$ cat src/rtl/cpu_pkg.sv
// cpu_pkg: definitions shared between the hazard sequencer and the
// ID-stage Control unit of the 5-stage RISC-V core.
//   state_t   - sequencer FSM states
//   OP_*      - opcode constants decoded by Control
package cpu_pkg;

   typedef enum logic [1:0] {
      IDLE     = 2'd0,
      RUN      = 2'd1,
      MEM_WAIT = 2'd2
   } state_t;

   localparam logic [6:0] OP_LW    = 7'b0000011;
   localparam logic [6:0] OP_SW    = 7'b0100011;
   localparam logic [6:0] OP_BEQ   = 7'b1100011;
   localparam logic [6:0] OP_ITYPE = 7'b0010011;

endpackage

$ cat src/rtl/sat_counter.sv
// sat_counter: W-bit up-counter that sticks at all-ones.
//   clk - rising-edge clock
//   clr - synchronous clear (wins over inc)
//   inc - count enable
//   q   - current count
module sat_counter #(
   parameter int W = 16
) (
   input  logic         clk,
   input  logic         clr,
   input  logic         inc,
   output logic [W-1:0] q
);

   always_ff @(posedge clk) begin
      if (clr)
         q <= '0;
      else if (inc && (q != '1))
         q <= q + W'(1);
   end

endmodule

$ cat src/rtl/hazard_sequencer.sv
// hazard_sequencer: stall/flush controller for the 5-stage core.
//   clk_i, rst_i            - clock, synchronous active-low reset
//   start_i                 - core runs while high
//   ID_rs1_i/ID_rs2_i/ID_uses_rs2_i - source regs of the ID instruction
//   EX_MemRead_i/EX_rd_i    - load in EX and its destination
//   ID_branch_taken_i       - beq in ID resolved taken
//   MEM_req_i/mem_ack_i     - data-memory handshake of the MEM stage
//   PCWrite_o/IFIDWrite_o/NoOP_o/Flush_o/stall_all_o - pipeline controls
//   stall_cnt_o/flush_cnt_o - saturating performance counters
//   err_o                   - sticky memory-timeout flag
module hazard_sequencer
   import cpu_pkg::*;
#(
   parameter int CNT_W    = 16,
   parameter int WAIT_MAX = 255
) (
   input  logic             clk_i,
   input  logic             rst_i,
   input  logic             start_i,
   input  logic [4:0]       ID_rs1_i,
   input  logic [4:0]       ID_rs2_i,
   input  logic             ID_uses_rs2_i,
   input  logic             EX_MemRead_i,
   input  logic [4:0]       EX_rd_i,
   input  logic             ID_branch_taken_i,
   input  logic             MEM_req_i,
   input  logic             mem_ack_i,
   output logic             PCWrite_o,
   output logic             IFIDWrite_o,
   output logic             NoOP_o,
   output logic             Flush_o,
   output logic             stall_all_o,
   output logic [CNT_W-1:0] stall_cnt_o,
   output logic [CNT_W-1:0] flush_cnt_o,
   output logic             err_o
);

   localparam int                WAIT_W    = $clog2(WAIT_MAX + 1);
   localparam logic [WAIT_W-1:0] WAIT_TOP  = WAIT_W'(WAIT_MAX);
   localparam logic [WAIT_W-1:0] WAIT_LAST = WAIT_W'(WAIT_MAX - 1);

   state_t            state;
   logic [WAIT_W-1:0] wait_cnt;
   logic              active;
   logic              memstall;
   logic              lu;
   logic              stall_inc;

   // Reset forces the IDLE output pattern even before the state register
   // has been cleared by an edge.
   assign active = rst_i && (state != IDLE);

   // Combinational so the very first miss cycle in RUN already freezes
   // the pipeline, and the ack cycle releases it with no extra latency.
   assign memstall = active &&
                     (((state == RUN) && MEM_req_i && !mem_ack_i) ||
                      ((state == MEM_WAIT) && !mem_ack_i));

   // x0 is hardwired to zero, so a load to x0 never creates a hazard.
   assign lu = EX_MemRead_i && (EX_rd_i != 5'd0) &&
               ((EX_rd_i == ID_rs1_i) ||
                (ID_uses_rs2_i && (EX_rd_i == ID_rs2_i)));

   assign stall_inc = active && (memstall || lu);

   always_comb begin
      PCWrite_o   = 1'b0;
      IFIDWrite_o = 1'b0;
      NoOP_o      = 1'b1;
      Flush_o     = 1'b0;
      stall_all_o = 1'b1;
      if (active) begin
         NoOP_o      = 1'b0;
         stall_all_o = 1'b0;
         if (memstall) begin
            // Frozen pipeline: hazards are re-evaluated after release.
            stall_all_o = 1'b1;
         end else if (lu) begin
            // Hold PC and IF/ID; a taken branch re-resolves next cycle.
            NoOP_o = 1'b1;
         end else begin
            PCWrite_o   = 1'b1;
            IFIDWrite_o = 1'b1;
            Flush_o     = ID_branch_taken_i;
         end
      end
   end

   always_ff @(posedge clk_i) begin
      if (!rst_i) begin
         state    <= IDLE;
         wait_cnt <= '0;
         err_o    <= 1'b0;
      end else begin
         case (state)
            IDLE: begin
               if (start_i)
                  state <= RUN;
            end
            RUN: begin
               if (!start_i)
                  state <= IDLE;
               else if (MEM_req_i && !mem_ack_i)
                  state <= MEM_WAIT;
            end
            MEM_WAIT: begin
               if (!start_i) begin
                  state    <= IDLE;
                  wait_cnt <= '0;
               end else if (mem_ack_i) begin
                  state    <= RUN;
                  wait_cnt <= '0;
               end else begin
                  if (wait_cnt != WAIT_TOP)
                     wait_cnt <= wait_cnt + WAIT_W'(1);
                  // Flag on the edge the count reaches WAIT_MAX; keep waiting.
                  if (wait_cnt >= WAIT_LAST)
                     err_o <= 1'b1;
               end
            end
            default: begin
               state    <= IDLE;
               wait_cnt <= '0;
            end
         endcase
      end
   end

   sat_counter #(.W(CNT_W)) u_stall_cnt (
      .clk (clk_i),
      .clr (!rst_i),
      .inc (stall_inc),
      .q   (stall_cnt_o)
   );

   sat_counter #(.W(CNT_W)) u_flush_cnt (
      .clk (clk_i),
      .clr (!rst_i),
      .inc (Flush_o),
      .q   (flush_cnt_o)
   );

endmodule

$ cat config.mk
export PLATFORM = sky130hd
export DESIGN_NAME = hazard_sequencer
export DESIGN_NICKNAME = d
export VERILOG_FILES = /design/src/rtl/cpu_pkg.sv /design/src/rtl/sat_counter.sv /design/src/rtl/hazard_sequencer.sv
export SDC_FILE = /design/constraint.sdc
export NUM_CORES = 1
export LEC_CHECK = 0
export CAP_MARGIN = 5
export CORE_ASPECT_RATIO = 1.25
export CORE_UTILIZATION = 46
export CTS_BUF_LIST = sky130_fd_sc_hd__clkbuf_8
export CTS_CLUSTER_DIAMETER = 200
export DETAILED_ROUTE_END_ITERATION = 7
export PLACE_DENSITY = 0.77
export SLEW_MARGIN = 15
export SYNTH_ARGS = -nofsm -noshare
export SYNTH_HDL_FRONTEND = slang
export SYNTH_SLANG_ARGS = --single-unit
$ cat constraint.sdc
create_clock -name clk_i -period 2.1 [get_ports clk_i]
set_input_delay 0.42 -clock clk_i [delete_from_list [all_inputs] [get_ports clk_i]]
set_output_delay 0.42 -clock clk_i [all_outputs]
set_load 0.1 [all_outputs]
# After elaboration in Yosys (flattened, before gate mapping)
# Cells that the tools add are included.
# totals
output_inout_bits	38
inputBits	23
ff_bits	43
elab_cells	66
# classes
bitwise_logic	2
n_addsub	3
reduce_logical	23
order_cmp	1
muxes	21
n_eq_ne	11
# ops
operator	count
16-bit by 1-bit adder with 16-bit output, second input constant	2
16-bit inequality test, second input constant	2
8-bit 2-to-1 mux	3
8-bit one-hot mux with 2 select lines	1
1-bit logical AND	12
1-bit 2-to-1 mux	11
5-bit == test	2
2-bit 2-to-1 mux	5
8-bit by 1-bit adder with 8-bit output, second input constant	1
8-bit >= comparator, second input constant	1
8-bit inequality test, second input constant	1
2-bit one-hot mux with 3 select lines	1
5-bit nonzero test	1
4-bit by 3-bit inequality test with 1-bit output, second input constant	1
4-bit AND reduction	1
1-bit logical OR	3
3-bit by 2-bit inequality test with 1-bit output, second input constant	1
3-bit inequality test, second input constant	1
3-bit AND reduction	1
2-bit by 1-bit == test with 1-bit output, second input constant	1
2-bit == test, second input constant	1
2-bit logical NOT	1
2-bit inequality test, second input constant	1
1-bit NOT	2
4 further kinds	4

# Depth between registers and ports, before layout
# depth
word_depth	8
ltp_mapped	11
depth_no_buf	9

# Cells and area by module
# Synthesis repeated with hierarchy kept, for this count alone.
# unflattened
cells_unflattened	299
hier_area_um2	2493.6
# by_module_without_submodules
mod	seq_area_each_um2	area_per_inst_um2	instances	cells_per_inst
sat_counter	320.3	848.3	2	99
hazard_sequencer	220.2	797.0	1	101

# Least setup slack after synthesis
# No wires, ideal clock.
# synth_path
path_kind	input -> output
start	input EX_rd_i[3]
end	output NoOP_o
slack_ps	-1044
required_time_ps	1680
arrival_time_ps	2724
cell_stages	5
path_buffers	0
path_cell_list	xor2_1 > nor4_2 > a32oi_1 > or2_2 > o21bai_1
# synth_between
elab_chain_len	7
word_cells_on_any_way	10
classes_between	eq/ne (2); mux (3); reduce/logical (5)
# synth_lines
element	line_no	rtl
from (decl)	hazard_sequencer.sv:24	input logic [4:0] EX_rd_i,
5-bit == test	hazard_sequencer.sv:62	(ID_uses_rs2_i && (EX_rd_i == ID_rs2_i)));
1-bit logical AND	hazard_sequencer.sv:62	
1-bit logical OR	hazard_sequencer.sv:61	((EX_rd_i == ID_rs1_i) ||
1-bit logical AND *	hazard_sequencer.sv:60	assign lu = EX_MemRead_i && (EX_rd_i != 5'd0) &&
1-bit 2-to-1 mux *	hazard_sequencer.sv:78	end else if (lu) begin
1-bit 2-to-1 mux *	hazard_sequencer.sv:75	if (memstall) begin
1-bit 2-to-1 mux *	hazard_sequencer.sv:72	if (active) begin
to (decl)	hazard_sequencer.sv:30	output logic NoOP_o,
# Mark *: on every way between the ends. The rest lies on a longest branch, timed or not.

# Worst setup path in the final report
# layout_path
start	input ID_rs2_i[3]
end	output Flush_o
# layout_between
elab_chain_len	7
# layout_lines
element	line_no	rtl
from (decl)	hazard_sequencer.sv:21	input logic [4:0] ID_rs2_i,
5-bit == test	hazard_sequencer.sv:62	
1-bit logical AND	hazard_sequencer.sv:62	
1-bit logical OR	hazard_sequencer.sv:61	
1-bit logical AND	hazard_sequencer.sv:60	
1-bit 2-to-1 mux	hazard_sequencer.sv:78	
1-bit 2-to-1 mux	hazard_sequencer.sv:75	
1-bit 2-to-1 mux	hazard_sequencer.sv:72	
to (decl)	hazard_sequencer.sv:31	output logic Flush_o,
# No other way between the ends.

==> qor.yml <==
critical_path:
  timing.rr.start: "u_stall_cnt.q[7]"
  worstSetupEndpoint: "Flush_o"
  path_delay_family: "simple AND/OR/NAND/NOR gates"
  reg2reg_to: "u_stall_cnt.q[15]"
  rrSetupSlack_ns: 0.01
  r2r_cells: 5
  crit_cells: 8
  cp-startpoint: "ID_rs2_i[3]"
  critPathArrivalTime_ns: 1.78
  cpPeakStageDelay_ns: 0.29
  cp_num_buf_inv: 3
  crit_path_end_kind: "output port"
  required_ns: 1.68
  crit_path_max_fanout: 3
  path_cells: "buf_6 -> xor2_1 -> nor4_2 -> a32oi_2 -> or2_4 -> nand3_4 -> clkinvlp_4 -> buf_12"
  start_kind: "input port"
  cpMaxStageDelayCell: "nor4_2"
  critical_path_class: "in2out"
synth:
  netlist_top_cells_area: "dfxtp_1, o31ai_1, xor2_1"
  syn_nets: 307
  synth_top_area_frac: 0.365
  synth_flop_cell: "dfxtp_1"
  ys_ff_latch: 43
  yosysTopAreaCell: "dfxtp_1"
  synth_common_cells: "dfxtp_1, nor2_1, nand2_1"
  synth.distinct_cells: 46
  synthCells: 280
  syn_area_um2: 2360
  yosysMostFrequentCell: "dfxtp_1"
  synth_edf_count: 0
  ys_seq_area_frac: 0.365
  synth.avg_cell_area_um2: 8.41
  yosysWarnings: 0
  async_flop_share: 0
layout:
  drive_gt1_frac: 0.461
  final_nets: 401
  area_growth_pct: 57.5
  finalNonFillerCells: 435
  diodes: 0
placed_design:
  port_buffers: 60
  hpwl_um: 4410
  dpl.cell_count: 415
  globalplace.congestion: 0.821
clocking:
  clk_latency_ns: 0.29
  cts-hold-fix-buffers: 0
  clockRootBuffer: "clkbuf_8"
  path_clk_slew_ns: 0.08
  cts.sinks: 43
  cts_tree: "yes"
  h-tree-depth: 2
  clockBufferDepth: 2
  cts_buffers: 5
hold_path:
  min_path_type: "reg2reg"
  worstHoldPathCells: 1
sta:
  timing.final.crit_period_ns: 2.20
  max-slew-margin-rel: 0.421
  worst_pin_slew_ns: 0.867
  hold_viol: 0
  fmax_mhz: 454
  setup_violations: 5
  fin_crit_sh: 1.05
  skew_ns: 0.00210
  layout_setup_ws_ns: -0.103
  maxSlewViolCount: 0
  grt_setup_unrepaired: "true"
global_route:
  grt_pass1_vias: 2400
  grt_start_max_net_pins: 27
  grt_pass1_wl_um: 10300
  track_usage: 0.242
  antenna_found_initial: 0
  grt_overflow: 0
floorplanning:
  num_rows: 28
  initial_core_util: 0.487
  coreArea_um2: 4830
  die_area_um2: 5410
  io-pin-count: 61
  die_h_um: 82.0
  die_x_um: 66.0
route:
  via_per_inst: 5.96
  num_vias: 2594
  first_pass_iters: 4
  totalWireLength_um: 6960
  antenna_left: 0
  drc: 0
  wire_per_inst_um: 16.0
  drtIter0Drc: 121
run_status:
  violations: "setup timing"
  status: "complete, but fails checks"
power:
  p_per_area_nw_per_um2: 491
  power_mw: 1.82
  p_leak_nw: 1.41
  peakVddDrop_v: 0.000383
flow_run:
  max_cap_viol_count: 0
registers in the layout (all words and copies together), names as in the netlist:
register and count:
state 2, u_stall_cnt.q 16, err_o 1, wait_cnt 8, u_flush_cnt.q 16
repair_timing:
| item | 4_1_cts | 5_1_grt |
|---|---|---|
| cloned | 0 | 2 |
| buffers inserted | 5 | 6 |
| resized for setup | 51 | 44 |
| pin swaps | 20 | 17 |
| setup endpoints to repair | 36 | 30 |
per-layer routing:
layer	vias up	routed length [um]	track usage
li1	1224	-	-
met1	1234	2880	0.287
met2	111	3550	0.436
met3	25	347	0.0361
met4	0	189	0.0872
met5	-	0	0
cell type report:
class,count,area (um^2)
Inverter,9,40.0
Clock inverter,3,63.8
Tap cell,60,75.1
Timing Repair Buffer,99,850
Multi-Input combinational cell,216,1670
Clock buffer,5,68.8
Fill cell,328,1120
Sequential cell,43,942
worst min-delay path by stage:
stage / start / end / slack (ns)
2_1_floorplan: wait_cnt[5] / wait_cnt[5] / 0.48
3_3_place_gp: u_stall_cnt.q[4] / u_stall_cnt.q[4] / 0.44
3_5_place_dp: u_stall_cnt.q[4] / u_stall_cnt.q[4] / 0.45
4_1_cts: u_stall_cnt.q[4] / u_stall_cnt.q[4] / 0.46
5_1_grt: u_stall_cnt.q[4] / u_stall_cnt.q[4] / 0.47
6_report: u_stall_cnt.q[4] / u_stall_cnt.q[4] / 0.46
cell usage in the layout (no fill, tap or decap), types with 8 or more instances in the layout:
| cell type | count |
|---|---|
| dfxtp_2 | 14 |
| a21oi_2 | 9 |
| dfxtp_4 | 17 |
| nand2_1 | 21 |
| xor2_1 | 11 |
| mux2i_1 | 10 |
| xnor2_1 | 8 |
| nand3_1 | 14 |
| buf_4 | 71 |
| o31ai_1 | 12 |
| inv_1 | 8 |
| nand2b_1 | 9 |
| dfxtp_1 | 12 |
| nor2_1 | 21 |
| nand4_1 | 11 |
power breakdown:
| group | total (mW) | switching [mW] | internal (mW) | leakage [nW] |
|---|---|---|---|---|
| Clock | 0.766 | 0.295 | 0.471 | 0.0695 |
| Sequential | 0.799 | 0.00367 | 0.795 | 0.367 |
| Combinational | 0.255 | 0.144 | 0.112 | 0.978 |
| Total | 1.82 | 0.442 | 1.38 | 1.41 |
per-stage QoR:
stage / setup WS, ns / hold WS, ns / util / instance area (um^2) / setup TNS (ns)
2_1_floorplan: -0.179 / 0.478 / - / 2490 / -0.490
3_3_place_gp: -0.553 / 0.438 / 0.676 / 3270 / -17.04
3_5_place_dp: -0.644 / 0.445 / 0.676 / 3270 / -19.30
4_1_cts: -0.0911 / 0.459 / 0.712 / 3440 / -0.243
5_1_grt: -0.183 / 0.468 / 0.767 / 3710 / -1.20
6_report: -0.103 / 0.456 / 0.767 / 3710 / -0.380
worst reg2reg max path, stage by stage (launching register included):
cell and delay, ns:
dfxtp_4 0.39, nand4_1 0.20, or2_4 0.32, or3b_2 0.49, or4_4 0.49, a21oi_2 0.13
logic make-up (layout without fill, tap and decap cells):
| family | Yosys count | count (layout) | share of synthesized area |
|---|---|---|---|
| and+or+nand+nor | 126 | 126 | 0.296 |
| AOI/OAI and AO/OA | 54 | 56 | 0.156 |
| DFF | 43 | 43 | 0.365 |
| buffers and inverters | 23 | 116 | 0.0451 |
| xor gates and xnor gates | 20 | 20 | 0.0744 |
| muxes | 10 | 10 | 0.0425 |
| adders and majority gates | 4 | 4 | 0.0212 |
Power figures use the tool's default switching activity.
